`config.mk`:
```
export PLATFORM = sky130hd
export DESIGN_NAME = rom_rd_arb
export DESIGN_NICKNAME = d
export VERILOG_FILES = /design/src/rtl/rom_rd_arb_pkg.sv /design/src/rtl/rom_rd_arb_rr_arb.sv /design/src/rtl/rom_rd_arb.sv
export SDC_FILE = /design/constraint.sdc
export NUM_CORES = 1
export LEC_CHECK = 0
export CAP_MARGIN = 25
export CORE_MARGIN = 5
export CORE_UTILIZATION = 40
export CTS_CLUSTER_SIZE = 30
export DETAILED_ROUTE_END_ITERATION = 7
export GPL_TIMING_DRIVEN = 0
export PLACE_DENSITY = 0.91
export REMOVE_ABC_BUFFERS = 1
export SKIP_LAST_GASP = 1
export SYNTH_ARGS = -nofsm -noshare
export SYNTH_HDL_FRONTEND = slang
export SYNTH_SLANG_ARGS = --single-unit
```
`constraint.sdc`:
```
create_clock -name clk -period 3.9 [get_ports clk]
set_input_delay 0.78 -clock clk [delete_from_list [all_inputs] [get_ports clk]]
set_output_delay 0.78 -clock clk [all_outputs]
set_load 0.03 [all_outputs]
```
`src/rtl/rom_rd_arb_pkg.sv`:
```
// rom_rd_arb_pkg
//   Shared helpers for the ROM read arbiter and any ROM instance wrapper that
//   must agree with it on read latency and width derivations.
//   rd_lat(rdtype) : ROM read latency in cycles (0 async, 1/2 one register, 3 two)
//   id_w(nreq)     : requester id width, never less than 1
//   addr_w(depth)  : address width for a given total entry count, never less than 1
package rom_rd_arb_pkg;

  function automatic int rd_lat(input logic [1:0] rdtype);
    case (rdtype)
      2'd0:    return 0;
      2'd3:    return 2;
      default: return 1;
    endcase
  endfunction

  function automatic int id_w(input int nreq);
    return (nreq <= 1) ? 1 : $clog2(nreq);
  endfunction

  function automatic int addr_w(input int depth);
    return (depth <= 1) ? 1 : $clog2(depth);
  endfunction

endpackage

```
`src/rtl/rom_rd_arb_rr_arb.sv`:
```
// rr_arb
//   Purely combinational round-robin picker. Searches req starting at ptr,
//   wrapping modulo NREQ, and grants the first set bit when en is high.
//   req     : request vector
//   ptr     : search start index (values >= NREQ wrap)
//   en      : grant enable
//   gnt     : one-hot grant (all zero when nothing granted)
//   gnt_idx : encoded index of the granted requester (0 when nothing granted)
module rr_arb
  import rom_rd_arb_pkg::*;
#(
  parameter int  NREQ = 4,
  localparam int IDW  = id_w(NREQ)
) (
  input  logic [NREQ-1:0] req,
  input  logic [IDW-1:0]  ptr,
  input  logic            en,
  output logic [NREQ-1:0] gnt,
  output logic [IDW-1:0]  gnt_idx
);

  logic           found;
  logic [IDW-1:0] pos;

  always_comb begin
    found   = 1'b0;
    gnt     = '0;
    gnt_idx = '0;
    pos     = '0;
    for (int k = 0; k < NREQ; k++) begin
      pos = IDW'((int'(ptr) + k) % NREQ);
      if (en && !found && req[pos]) begin
        found    = 1'b1;
        gnt[pos] = 1'b1;
        gnt_idx  = pos;
      end
    end
  end

endmodule

```
`src/rtl/rom_rd_arb.sv`:
```
// rom_rd_arb
//   Round-robin read arbiter and latency sequencer sharing one single-port ROM
//   among NREQ requesters. Grants are combinational and drive the ROM directly;
//   a {valid,id} shift register matching the ROM latency tags each read so the
//   returned data is registered and strobed to the owning requester.
//   clk, rst_n : clock, async active-low reset
//   req_valid  : per-requester request valid
//   req_addr   : packed per-requester addresses, requester i at [i*ADDR_BITS +: ADDR_BITS]
//   req_ready  : one-hot grant (transfer on valid & ready)
//   halt       : blocks new grants; in-flight reads still complete
//   mem_me     : ROM enable, mem_addr : ROM address, mem_rdata : ROM data
//   rsp_valid  : one-hot single-cycle response strobe
//   rsp_data   : registered read data, held when rsp_valid is 0
//   idle       : nothing in flight and no response being presented
module rom_rd_arb
  import rom_rd_arb_pkg::*;
#(
  parameter int         NREQ      = 4,
  parameter int         BLKS      = 2,
  parameter int         BDEPTH    = 32,
  parameter int         SEGS      = 1,
  parameter int         SEGW      = 32,
  parameter logic [1:0] RDTYPE    = 2'd1,
  localparam int        ADDR_BITS = addr_w(BLKS * BDEPTH),
  localparam int        DW        = SEGS * SEGW
) (
  input  logic                      clk,
  input  logic                      rst_n,
  input  logic [NREQ-1:0]           req_valid,
  input  logic [NREQ*ADDR_BITS-1:0] req_addr,
  output logic [NREQ-1:0]           req_ready,
  input  logic                      halt,
  output logic                      mem_me,
  output logic [ADDR_BITS-1:0]      mem_addr,
  input  logic [DW-1:0]             mem_rdata,
  output logic [NREQ-1:0]           rsp_valid,
  output logic [DW-1:0]             rsp_data,
  output logic                      idle
);

  localparam int RD_LAT = rd_lat(RDTYPE);
  localparam int IDW    = id_w(NREQ);

  logic [IDW-1:0]  ptr_q, ptr_d;
  logic [NREQ-1:0] gnt;
  logic [IDW-1:0]  gnt_idx;
  logic            gnt_any;
  logic            arb_en;

  logic            tail_v;
  logic [IDW-1:0]  tail_id;
  logic            pipe_busy;

  logic [NREQ-1:0] rsp_valid_q, rsp_valid_d;
  logic [DW-1:0]   rsp_data_q, rsp_data_d;

  // Gating with rst_n keeps req_ready/mem_me low while reset is held.
  assign arb_en = ~halt & rst_n;

  rr_arb #(.NREQ(NREQ)) u_rr_arb (
    .req     (req_valid),
    .ptr     (ptr_q),
    .en      (arb_en),
    .gnt     (gnt),
    .gnt_idx (gnt_idx)
  );

  assign gnt_any   = |gnt;
  assign req_ready = gnt;
  assign mem_me    = gnt_any;

  always_comb begin
    mem_addr = '0;
    for (int i = 0; i < NREQ; i++) begin
      if (gnt[i]) mem_addr = req_addr[i*ADDR_BITS +: ADDR_BITS];
    end
  end

  always_comb begin
    ptr_d = ptr_q;
    if (gnt_any) begin
      if (NREQ == 1 || gnt_idx == IDW'(NREQ - 1)) ptr_d = '0;
      else                                        ptr_d = gnt_idx + IDW'(1);
    end
  end

  // Tracks each read through the ROM latency; the tail stage lines up with
  // the cycle in which mem_rdata is valid for that read.
  if (RD_LAT == 0) begin : g_nopipe
    assign tail_v    = gnt_any;
    assign tail_id   = gnt_idx;
    assign pipe_busy = 1'b0;
  end else begin : g_pipe
    logic [RD_LAT-1:0] pv_q, pv_d;
    logic [IDW-1:0]    pid_q [RD_LAT];
    logic [IDW-1:0]    pid_d [RD_LAT];

    always_comb begin
      pv_d     = '0;
      pv_d[0]  = gnt_any;
      pid_d[0] = gnt_idx;
      for (int i = 1; i < RD_LAT; i++) begin
        pv_d[i]  = pv_q[i-1];
        pid_d[i] = pid_q[i-1];
      end
    end

    always_ff @(posedge clk or negedge rst_n) begin
      if (!rst_n) begin
        pv_q <= '0;
        for (int i = 0; i < RD_LAT; i++) pid_q[i] <= '0;
      end else begin
        pv_q  <= pv_d;
        pid_q <= pid_d;
      end
    end

    assign tail_v    = pv_q[RD_LAT-1];
    assign tail_id   = pid_q[RD_LAT-1];
    assign pipe_busy = |pv_q;
  end

  always_comb begin
    rsp_valid_d = '0;
    rsp_data_d  = rsp_data_q;
    if (tail_v) begin
      rsp_data_d = mem_rdata;
      for (int i = 0; i < NREQ; i++) begin
        rsp_valid_d[i] = (tail_id == IDW'(i));
      end
    end
  end

  always_ff @(posedge clk or negedge rst_n) begin
    if (!rst_n) begin
      ptr_q       <= '0;
      rsp_valid_q <= '0;
      rsp_data_q  <= '0;
    end else begin
      ptr_q       <= ptr_d;
      rsp_valid_q <= rsp_valid_d;
      rsp_data_q  <= rsp_data_d;
    end
  end

  assign rsp_valid = rsp_valid_q;
  assign rsp_data  = rsp_data_q;
  assign idle      = ~pipe_busy & ~(|rsp_valid_q);

endmodule

```
==> run_results.csv <==
group,metric,value,unit
run_status,status,"finished clean",
floorplan,dieHeight,84.9,µm
synthesis,synth-seq-cells,41,
synthesis,avgSynthCellArea,12.6,µm²
synthesis,synth_cells,178,
setup_path,crit_top_cell,"buf_4",
sta,hold_viol_final,0,
global_route,grt_pass1_vias,1986,
synthesis,async_flop_share,100,%
final_layout,nFillCells,443,
job,drv_cap,0,
clock_network,clk_latency,280,ps
sta,maxSlewHeadroom,60.7,%
sta,fmax,261,MHz
floorplan,coreArea,0.00547,mm²
synthesis,syn-cell-area,0.00225,mm²
synthesis,synth-edff-count,0,
synthesis,yosys.area.top_type,"dfrtp_1",
synthesis,yosysTopAreaCellShare,45.7,%
pwr,pwr-share-seq,26.4,%
synthesis,synth_most_common_cell,"dfrtp_1",
clock_network,cts_tree,"built",
sta,clock-skew-final,6.08,ps
placement,dp_hpwl,4570,µm
final_layout,drive_above_1_share,27.6,%
setup_path,path_class,"in -> out",
setup_path,worst-endpoint-required,3120,ps
synthesis,synth_area_leaders,"dfrtp_1 (46%), mux2_2 (17%), mux4_2 (4.0%)",
drt,via_per_inst,5.16,
pwr,netSwitchingPower,1.22,mW
drt,drt_iter0_drc,34,
setup_path,startpoint_type,"primary input",
setup_path,path_cells,"dlygate4sd2_1, mux4_2, nor2b_1, and3_4, a221o_2, buf_4, a32oi_1, o221ai_1, buf_4",
clock_network,clock-sinks,41,
drt,firstDrtPassIters,3,
global_route,grt_max_degree,35,
floorplan,die_w,84.9,µm
final_layout,area_delta_synth_final,59.8,%
pwr,power.clock.fraction,10.2,%
setup_path,max_stage_delay,480,ps
final_layout,n_antenna_cell,0,
global_route,track_usage,16.7,%
pwr,vdd_drop_max,0.000437,V
global_route,grt_pass1_wl,9790,µm
setup_path,reg2reg_from,"ptr_q[1]",
synthesis,ys_types,40,
placement,io_buffers,110,
setup_path,cpMaxStageDelayCell,"mux4_2",
synthesis,yosys-top-cells-count,"dfrtp_1 (41), mux2_2 (33), inv_1 (9), a32oi_1 (8), nand2_1 (8)",
clock_network,htreeDepth,2,
sta,period_share,98.1,%
global_route,antenna_found_initial,0,
sta,setup_violations,0,
setup_path,timing.reg2reg.setup_slack,1180,ps
drt,wl_per_cell,16.4,µm
drt,drc,0,
sta,rsz0062_at_grt,"yes",
setup_path,worstRegToRegCells,9,
setup_path,path_max_fanout,8,
floorplan,rows,27,
pwr,p_total,2.84,mW
pwr,power_density,790,mW/mm²
final_layout,final_nets,362,
pwr,p_sw_share,43.0,%
clock_network,cts.hold.buffers_added,0,
clock_network,cts-root-buf,"clkbuf_8",
clock_network,cts_buffers,5,
floorplan,start_util,41.0,%
placement,gp_congestion,0.813,
sta,tns,0,ps
sta,tightest_slew,590,ps
synthesis,ys_seq_area_share,45.7,%
sta,whs,348,ps
floorplan,ios,111,
clock_network,path_clk_slew,80,ps
setup_path,crit_arrival,3050,ps
synthesis,ys.flop_type,"dfrtp_1",
min_path,min_path_type,"in -> async",
setup_path,worstSetupEndpointType,"primary output",
synthesis,ys_warn_count,0,
drt,vias,1889,
final_layout,final_cell_area,0.00359,mm²
sta,drv_slew,0,
drt,detail-route-antenna-nets,0,
placement,dpl_cell_area,0.00340,mm²
pwr,internal_power,1.62,mW
drt,routed_wl,6020,µm
floorplan,dieArea,0.00721,mm²
global_route,grt-ovfl-total,0,
clock_network,clock_path_buffers,2,
sta,min_period,3830,ps
pwr,power_leakage,1.53,nW
pwr,p_comb_share,63.5,%
## state kept, by name, summed over array words and instances, names as in the netlist, named ones only
name and cells:
g_pipe.pv_q 1, ptr_q 1, g_pipe.pid_q 2, rsp_data 32, rsp_valid 4
## worst max-delay path: cells and delay by family
family / cells / cell delay [ps]
AOI/OAI and AO/OA: 3 / 770
buffers and inverters: 3 / 650
muxes: 1 / 480
and+or+nand+nor: 2 / 360
## power by group through the flow
stage | Combinational [mW] | Clock (mW) | Sequential (mW)
2_1_floorplan | 0.652 | 0 | 1.14
3_3_place_gp | 1.63 | 0 | 0.794
3_5_place_dp | 1.71 | 0 | 0.786
4_1_cts | 1.79 | 0.301 | 0.748
5_1_grt | 1.89 | 0.323 | 0.776
6_report | 1.80 | 0.289 | 0.747
## logic make-up (layout without fill, tap and decap cells)
| logic type | after synthesis | count (layout) | share of synthesized area (%) |
|---|---|---|---|
| muxes | 44 | 44 | 23.7 |
| AOI/OAI and AO/OA | 25 | 25 | 10.6 |
| xor gates and xnor gates | 2 | 2 | 0.780 |
| adders and majority gates | 6 | 6 | 3.34 |
| DFF | 41 | 41 | 45.7 |
| buffers and inverters | 21 | 137 | 4.85 |
| and+or+nand+nor | 39 | 39 | 11.1 |
## final cells by class
| class | count | area [µm²] | share of cell area (%) |
|---|---|---|---|
| Timing Repair Buffer | 120 | 1180 | 32.9 |
| Tap cell | 72 | 90.1 | 2.51 |
| Multi-Input combinational cell | 116 | 1160 | 32.3 |
| Clock inverter | 2 | 13.8 | 0.383 |
| Sequential cell | 41 | 1030 | 28.7 |
| Inverter | 9 | 33.8 | 0.941 |
| Clock buffer | 6 | 82.6 | 2.30 |
## layer usage
layer	track usage, %	part of all wire [%]	vias up
li1	-	-	895
met1	19.6	41	936
met2	31.0	54	53
met3	3.30	4.6	5
met4	4.17	0.83	0
met5	0	0	-
## cells in the final DEF, fill, tap and decap left out, types with 2 or more instances in the layout
| cell | count |
|---|---|
| and3b_1 | 2 |
| nand4_1 | 2 |
| clkbuf_8 | 6 |
| dfrtp_2 | 2 |
| and3_1 | 2 |
| nor2_1 | 2 |
| a32oi_1 | 7 |
| ha_1 | 5 |
| nand2_1 | 8 |
| mux2_2 | 33 |
| clkdlybuf4s50_1 | 96 |
| xnor2_1 | 2 |
| nand3_1 | 3 |
| o221ai_1 | 6 |
| a221o_2 | 3 |
| and2_1 | 7 |
| dfrtp_1 | 39 |
| buf_4 | 14 |
| inv_1 | 8 |
| nor2b_1 | 3 |
| mux4_2 | 4 |
| buf_2 | 2 |
| a32o_1 | 2 |
| mux2i_1 | 7 |
| dlygate4sd2_1 | 5 |
## repair_timing
action,CTS,global route
hold endpoints to repair,0,0
setup buffers,7,1
setup endpoints to repair,11,10
pin swaps,1,4
gates resized for setup,63,4
## worst max path at each step
stage / cells past startpoint / to / slack (ps) / start
after CTS: 9 / mem_addr[5] / 8 / halt
after floorplan: 8 / mem_addr[4] / -220 / flip-flop
after global placement: 8 / mem_addr[4] / -2170 / rst_n
final: 9 / mem_addr[5] / 70 / req_valid[3]
after global routing: 8 / mem_addr[4] / -10 / req_valid[3]
after detailed placement: 8 / mem_addr[4] / -890 / req_valid[3]
## stage by stage
stage / setup slack (ps) / std cells / utilization (%)
6_report: 72.9 / 366 / 65.6
5_1_grt: -12.9 / 366 / 65.6
4_1_cts: 7.51 / 365 / 65.1
3_5_place_dp: -889 / 350 / 62.2
3_3_place_gp: -2170 / 348 / 61.4
2_1_floorplan: -216 / 166 / -
No activity file was read; power rests on OpenSTA's default activity.
